==> src/rtl/p2s_lanes_pkg.sv <==
// Shared definitions for the p2s_lanes transmitter and its matching s2p receiver:
// ordered-set state encoding and the default 8-bit control symbols.
package p2s_lanes_pkg;

    typedef enum logic [1:0] {
        ST_COM,
        ST_SKP,
        ST_DATA
    } p2s_state_t;

    localparam logic [7:0] COM_DEF = 8'hBC;
    localparam logic [7:0] SKP_DEF = 8'h1C;
    localparam logic [7:0] IDL_DEF = 8'h7C;

endpackage

==> src/rtl/p2s_lane_shift.sv <==
// One serial lane: WIDTH-bit register that loads a symbol or shifts left,
// presenting its MSB as the serial bit.
module p2s_lane_shift #(
    parameter int unsigned WIDTH = 8
) (
    input  logic             clk,
    input  logic             reset,
    input  logic             enb,
    input  logic             load,
    input  logic [WIDTH-1:0] sym,
    output logic             sout
);

    logic [WIDTH-1:0] shreg;

    always_ff @(posedge clk) begin
        if (reset) begin
            shreg <= '0;
        end else if (enb) begin
            if (load) begin
                shreg <= sym;
            end else begin
                shreg <= {shreg[WIDTH-2:0], 1'b0};
            end
        end
    end

    assign sout = shreg[WIDTH-1];

endmodule

==> src/rtl/p2s_lanes.sv <==
// Multi-lane parallel-to-serial transmitter: MSB-first per lane, IDL fill when
// no data is offered, and a COM + SKP ordered set every SKP_INTERVAL symbols.
module p2s_lanes
    import p2s_lanes_pkg::*;
#(
    parameter int unsigned      LANES        = 2,
    parameter int unsigned      WIDTH        = 8,
    parameter int unsigned      SKP_INTERVAL = 4,
    parameter int unsigned      SKP_LEN      = 3,
    parameter logic [WIDTH-1:0] COM_SYM      = WIDTH'(COM_DEF),
    parameter logic [WIDTH-1:0] SKP_SYM      = WIDTH'(SKP_DEF),
    parameter logic [WIDTH-1:0] IDL_SYM      = WIDTH'(IDL_DEF)
) (
    input  logic                   CLK,
    input  logic                   reset,
    input  logic                   ENB,
    input  logic [LANES*WIDTH-1:0] IN_DATA,
    input  logic                   IN_VALID,
    output logic                   IN_READY,
    output logic [LANES-1:0]       SOUT,
    output logic                   SYNC,
    output logic                   K_FLAG
);

    localparam int unsigned    BW       = $clog2(WIDTH);
    localparam int unsigned    KW       = $clog2(SKP_LEN + 1);
    localparam int unsigned    SW       = $clog2(SKP_INTERVAL + 1);
    localparam logic [BW-1:0]  BIT_LAST = BW'(WIDTH - 1);
    localparam logic [KW-1:0]  SKP_LAST = KW'(SKP_LEN - 1);
    localparam logic [SW-1:0]  SYM_LAST = SW'(SKP_INTERVAL - 1);

    p2s_state_t               state, state_next;
    logic [BW-1:0]            bit_cnt;
    logic [KW-1:0]            skp_cnt, skp_next;
    logic [SW-1:0]            sym_cnt, sym_next;
    logic [LANES*WIDTH-1:0]   load_word;
    logic                     k_next;
    logic                     load;
    logic                     sync_q;
    logic                     k_q;

    // The FSM only advances on the enabled edge that starts a new symbol.
    assign load     = ENB && (bit_cnt == BIT_LAST);
    assign IN_READY = load && (state == ST_DATA) && !reset;

    always_comb begin
        state_next = state;
        skp_next   = skp_cnt;
        sym_next   = sym_cnt;
        load_word  = {LANES{IDL_SYM}};
        k_next     = 1'b1;
        case (state)
            ST_COM: begin
                load_word  = {LANES{COM_SYM}};
                skp_next   = '0;
                state_next = ST_SKP;
            end
            ST_SKP: begin
                load_word = {LANES{SKP_SYM}};
                skp_next  = skp_cnt + KW'(1);
                if (skp_cnt == SKP_LAST) begin
                    state_next = ST_DATA;
                    sym_next   = '0;
                end
            end
            ST_DATA: begin
                if (IN_VALID) begin
                    load_word = IN_DATA;
                    k_next    = 1'b0;
                end
                sym_next = sym_cnt + SW'(1);
                if (sym_cnt == SYM_LAST) begin
                    state_next = ST_COM;
                end
            end
            default: state_next = ST_COM;
        endcase
    end

    always_ff @(posedge CLK) begin
        if (reset) begin
            state   <= ST_COM;
            bit_cnt <= BIT_LAST;
            skp_cnt <= '0;
            sym_cnt <= '0;
            sync_q  <= 1'b0;
            k_q     <= 1'b0;
        end else if (ENB) begin
            if (load) begin
                bit_cnt <= '0;
                state   <= state_next;
                skp_cnt <= skp_next;
                sym_cnt <= sym_next;
                sync_q  <= 1'b1;
                k_q     <= k_next;
            end else begin
                bit_cnt <= bit_cnt + BW'(1);
                sync_q  <= 1'b0;
            end
        end
    end

    assign SYNC   = sync_q;
    assign K_FLAG = k_q;

    for (genvar l = 0; l < LANES; l++) begin : g_lane
        p2s_lane_shift #(
            .WIDTH(WIDTH)
        ) u_shift (
            .clk   (CLK),
            .reset (reset),
            .enb   (ENB),
            .load  (load),
            .sym   (load_word[l*WIDTH +: WIDTH]),
            .sout  (SOUT[l])
        );
    end

endmodule
==> config.mk <==
export PLATFORM = sky130hd
export DESIGN_NAME = p2s_lanes
export DESIGN_NICKNAME = d
export VERILOG_FILES = /design/src/rtl/p2s_lanes_pkg.sv /design/src/rtl/p2s_lane_shift.sv /design/src/rtl/p2s_lanes.sv
export SDC_FILE = /design/constraint.sdc
export NUM_CORES = 1
export LEC_CHECK = 0
export CAP_MARGIN = 20
export CORE_ASPECT_RATIO = 0.8
export CORE_MARGIN = 1.5
export CORE_UTILIZATION = 40
export CTS_CLUSTER_SIZE = 8
export DETAILED_ROUTE_END_ITERATION = 7
export GPL_ROUTABILITY_DRIVEN = 0
export PLACE_DENSITY_LB_ADDON = 0.1
export SETUP_SLACK_MARGIN = 0.3
export SLEW_MARGIN = 20
export SYNTH_ARGS = -nofsm -noshare
export SYNTH_HDL_FRONTEND = slang
export SYNTH_HIERARCHICAL = 1
export SYNTH_SLANG_ARGS = --single-unit
==> constraint.sdc <==
create_clock -name CLK -period 2.3 [get_ports CLK]
set_input_delay 0.69 -clock CLK [delete_from_list [all_inputs] [get_ports CLK]]
set_output_delay 0.69 -clock CLK [all_outputs]
set_load 0.01 [all_outputs]
# After elaboration in Yosys (flattened, before gate mapping)
# Cells that the tools add are included.
[classes]
n_reduce_logical = 11
add_sub_neg = 3
muxes = 14
eq_ne = 7
[op_table]
columns = ["op", "n"]
rows = [
  ["$pmux 16 s3", 1],
  ["$mux 16", 1],
  ["$mux 8", 2],
  ["$reduce_and 4->1", 2],
  ["$add 3x1->3 const B", 2],
  ["$mux 3", 2],
  ["$pmux 2 s3", 1],
  ["$pmux 3 s2", 1],
  ["$eq 2x2->1 const B", 2],
  ["$mux 2", 2],
  ["$pmux 2 s2", 1],
  ["$reduce_bool 2->1", 2],
  ["$eq 3x2->1 const B", 1],
  ["$eq 3x3->1 const B", 1],
  ["$logic_and 1x1->1", 3],
  ["$mux 1", 3],
  ["$reduce_and 3->1", 1],
  ["$add 2x1->2 const B", 1],
  ["$eq 2x1->1 const B", 1],
  ["$logic_not 2->1", 1],
  ["$ne 2x1->1 const B", 1],
  ["$ne 2x2->1 const B", 1],
  ["$reduce_and 2->1", 1],
  ["$logic_not 1->1", 1],
]
[word_totals]
ff_bits = 28
output_inout_bits = 5
inputBits = 20
word_cells = 43

# Depth between registers and ports, before layout
[logic_depth]
depth_word = 4
depth_mapped = 7

# Modules after synthesis
# Netlist, hierarchy kept.
[by_module_without_submodules]
columns = ["mod", "area_per_inst_um2", "seq_area_each_um2", "instances", "cells_each"]
rows = [
  ["p2s_lanes", 713.2, 240.2, 1, 90],
  ["p2s_lane_shift", 347.8, 160.2, 2, 35],
]

# Least setup slack after synthesis
# No wires, ideal clock.
[synth_path]
path_kind = "in2out"
start = "input reset"
end = "output IN_READY"
arrival_ns = 1.064
stages = 2
path_buffers = 1
setup_slack_ns = 0.546
path_cell_list = "clkbuf_1 nor2_1"
[synth_between]
elab_chain_cells = 2
[synth_rtl]
columns = ["item", "line", "rtl"]
rows = [
  ["start, declared", "p2s_lanes.sv:15", "input logic reset,"],
  ["$logic_not 1->1", "p2s_lanes.sv:44", "assign IN_READY = load && (state == ST_DATA) && !reset;"],
  ["$logic_and 1x1->1", "p2s_lanes.sv:44", ""],
  ["end, declared", "p2s_lanes.sv:19", "output logic IN_READY,"],
]
# Every way passes these cells.

# Worst setup path after layout
[layout_path]
start = "input ENB"
end = "output IN_READY"
[layout_between]
elab_chain_cells = 3
[layout_rtl]
columns = ["item", "line", "rtl"]
rows = [
  ["start, declared", "p2s_lanes.sv:16", "input logic ENB,"],
  ["$logic_and 1x1->1", "p2s_lanes.sv:43", "assign load = ENB && (bit_cnt == BIT_LAST);"],
  ["$logic_and 1x1->1 (2 in series)", "p2s_lanes.sv:44", ""],
]
# Every way passes these cells.

==> impl_metrics.toml <==
[synth]
synth_edf_count = 0
syn_nets = 185
async_reset_ff_share_pct = 0
yosysWarnings = 6
ys_seq_area_share_pct = 39.79
yosysMostFrequentCell = "dfxtp_1"
postSynthCellCount = 160
yosysTopAreaCell = "dfxtp_1"
synthesis.area_um2 = 1409
netlist.area_leader.share_pct = 39.79
ys_seq_elements = 28
synth_area_per_cell_um2 = 8.805
synth_common_cells = "dfxtp_1, nor2_1, a211oi_1"
synth_cell_type_count = 32
synth.area.top_cells = "dfxtp_1, mux2i_1, a211oi_1"
synth_top_flop_cell = "dfxtp_1"

[grt]
grt_pass1_vias = 1127
antenna_found_initial = 0
grt_max_degree = 39
grt_use_total_pct = 17.22
overflow = 0
grt_pass1_wl_mm = 5.375

[run_status]
status = "finished clean"

[worst_hold_path]
hold_depth = 2
hold_path.class = "register to register"
min-delay-start = "g_lane[0].u_shift/shreg[0]$_SDFFE_PP0P_"
holdPathEnd = "g_lane[0].u_shift/shreg[0]$_SDFFE_PP0P_"

[route]
wirelength_mm = 3.184
dr.pass1.iters = 4
avgViaCountPerCell = 5.311
drt_iter0_markers = 64
drc = 0
wl_per_cell_um = 13.55
final_antenna_net_count = 0
vias = 1248

[floorplanning]
io_pins = 25
die_height_um = 56.08
die_x_um = 69.35
die-area_um2 = 3889
rows = 19
initial_core_util_pct = 41.44
coreArea_um2 = 3400

[critical_path]
cp.required_ns = 1.61
r2r_slack_ns = 0.60
worstRegToRegCells = 6
crit_type = "input pin to output port"
cp.arrival_ns = 1.36
startpoint_type = "input pin"
end_kind = "output port"
r2r_end = "g_lane[1].u_shift/shreg[4]$_SDFFE_PP0P_"
worst-path-max-fanout = 2
rr_startpoint = "state[1]$_SDFFE_PP0P_"

[power]
p_leak_uw = 0.0006706
p_per_area_nw_per_um2 = 607.9
ir_worst_vdd_uv = 449.2

[run]
maxCapViolations = 0

[timing]
finalCritPeriodShare_pct = 89.06
setup_violations = 0
hold_slack_ns = 0.4785
max_slew_margin_pct = 76.48
drv_slew = 0
tns_ns = 0
tightest_slew_ns = 0.3528
fin_crit_ns = 2.048
fmax_mhz = 488.2
skew_ns = 0.006846
rsz0062_at_grt = "true"
hold_violations = 0

[clock_tree]
insertion_delay_ns = 0.28
clkTransAtPathRegs_ns = 0.09
cts_sinks = 28
cts_buffer_depth = 2
postCtsHoldBufs = 0
cts-buffers-inserted = 3
htreeDepth = 1
cts_tree = "yes"
root_buffer = "clkbuf_8"

[finish]
diodes = 0
drive_gt1_share_pct = 15.03
nets = 219
stdcell_area_um2 = 1857
area_delta_synth_final_pct = 31.79

[place]
place_area_um2 = 1740
hpwlAfterDp_mm = 2.167
numPortBuffers = 24
critical path, stage by stage:
cell and delay [ns]:
dlygate4sd2_1 0.22, nand4b_1 0.13, nor2_2 0.17, buf_2 0.15
cell families (layout without fill, tap and decap cells):
family / count (synthesis) / in the layout / share of synthesized area, %
adder cells (fa/ha/maj): 5 / 5 / 4.440
flip-flops: 28 / 28 / 39.79
buffers and inverters: 13 / 46 / 5.062
AND/OR/NAND/NOR: 60 / 60 / 22.29
AO/OA/AOI/OAI: 40 / 40 / 18.47
multiplexers: 14 / 14 / 9.946
final cells by class:
type | count | area [um2]
multi-input cells | 119 | 804.5
clock inverters | 1 | 30.03
flip-flops and latches | 28 | 563.0
inverters | 4 | 15.01
repair buffers | 38 | 350.3
well taps | 42 | 52.55
clock buffers | 3 | 41.29
fillers | 311 | 1543
cell usage in the layout, fill, tap and decap left out, types with 4 or more instances in the layout:
master and instances:
nor2_1 18, nand2b_1 11, clkdlybuf4s50_1 21, buf_4 13
dfxtp_1 26, a21oi_1 13, a211oi_1 15, and3_1 4
mux2i_1 14, o21a_1 4, nand2_1 8, nand3_1 5
worst max-delay path by stage:
stage / end / start
after floorplan: IN_READY / reset
after global placement: IN_READY / ENB
after detailed placement: IN_READY / ENB
after CTS: IN_READY / bit_cnt[1]$_SDFFE_PP1P_
after global routing: IN_READY / bit_cnt[0]$_SDFFE_PP1P_
final: IN_READY / ENB
power by group:
| group | internal [uW] | switching (uW) |
|---|---|---|
| Sequential | 514 | 16.5 |
| Clock | 233 | 156 |
| Combinational | 114 | 94.5 |
| Total | 861 | 267 |
stage by stage:
step	util (%)	instances	setup WS, ns	total power [uW]
finish	54.62	235	0.2516	1129
global route	54.62	235	0.1755	1190
CTS	54.40	234	0.2272	1144
detailed placement	51.20	228	-0.4682	739.4
global placement	51.20	228	-0.4588	734.3
floorplan	-	160	0.5461	651.5
repair_timing:
item	in CTS	in global routing
resized for setup	13	0
buffers inserted	2	1
pin swaps	3	2
endpoints found under the setup margin	17	1
registers in the layout, indices dropped and copies added, names as in the netlist:
name,cells
state,2
SYNC,1
K_FLAG,1
skp_cnt,2
g_lane.u_shift/shreg,16
sym_cnt,3
bit_cnt,3
layer usage:
layer	wire, um	up-vias	GRT usage (%)
li1	-	635	-
met1	1560	568	24.19
met2	1379	43	26.10
met3	222	2	4.348
met4	23	0	5.042
met5	0	-	0
Note: power is estimated with default switching activity, not from simulation.
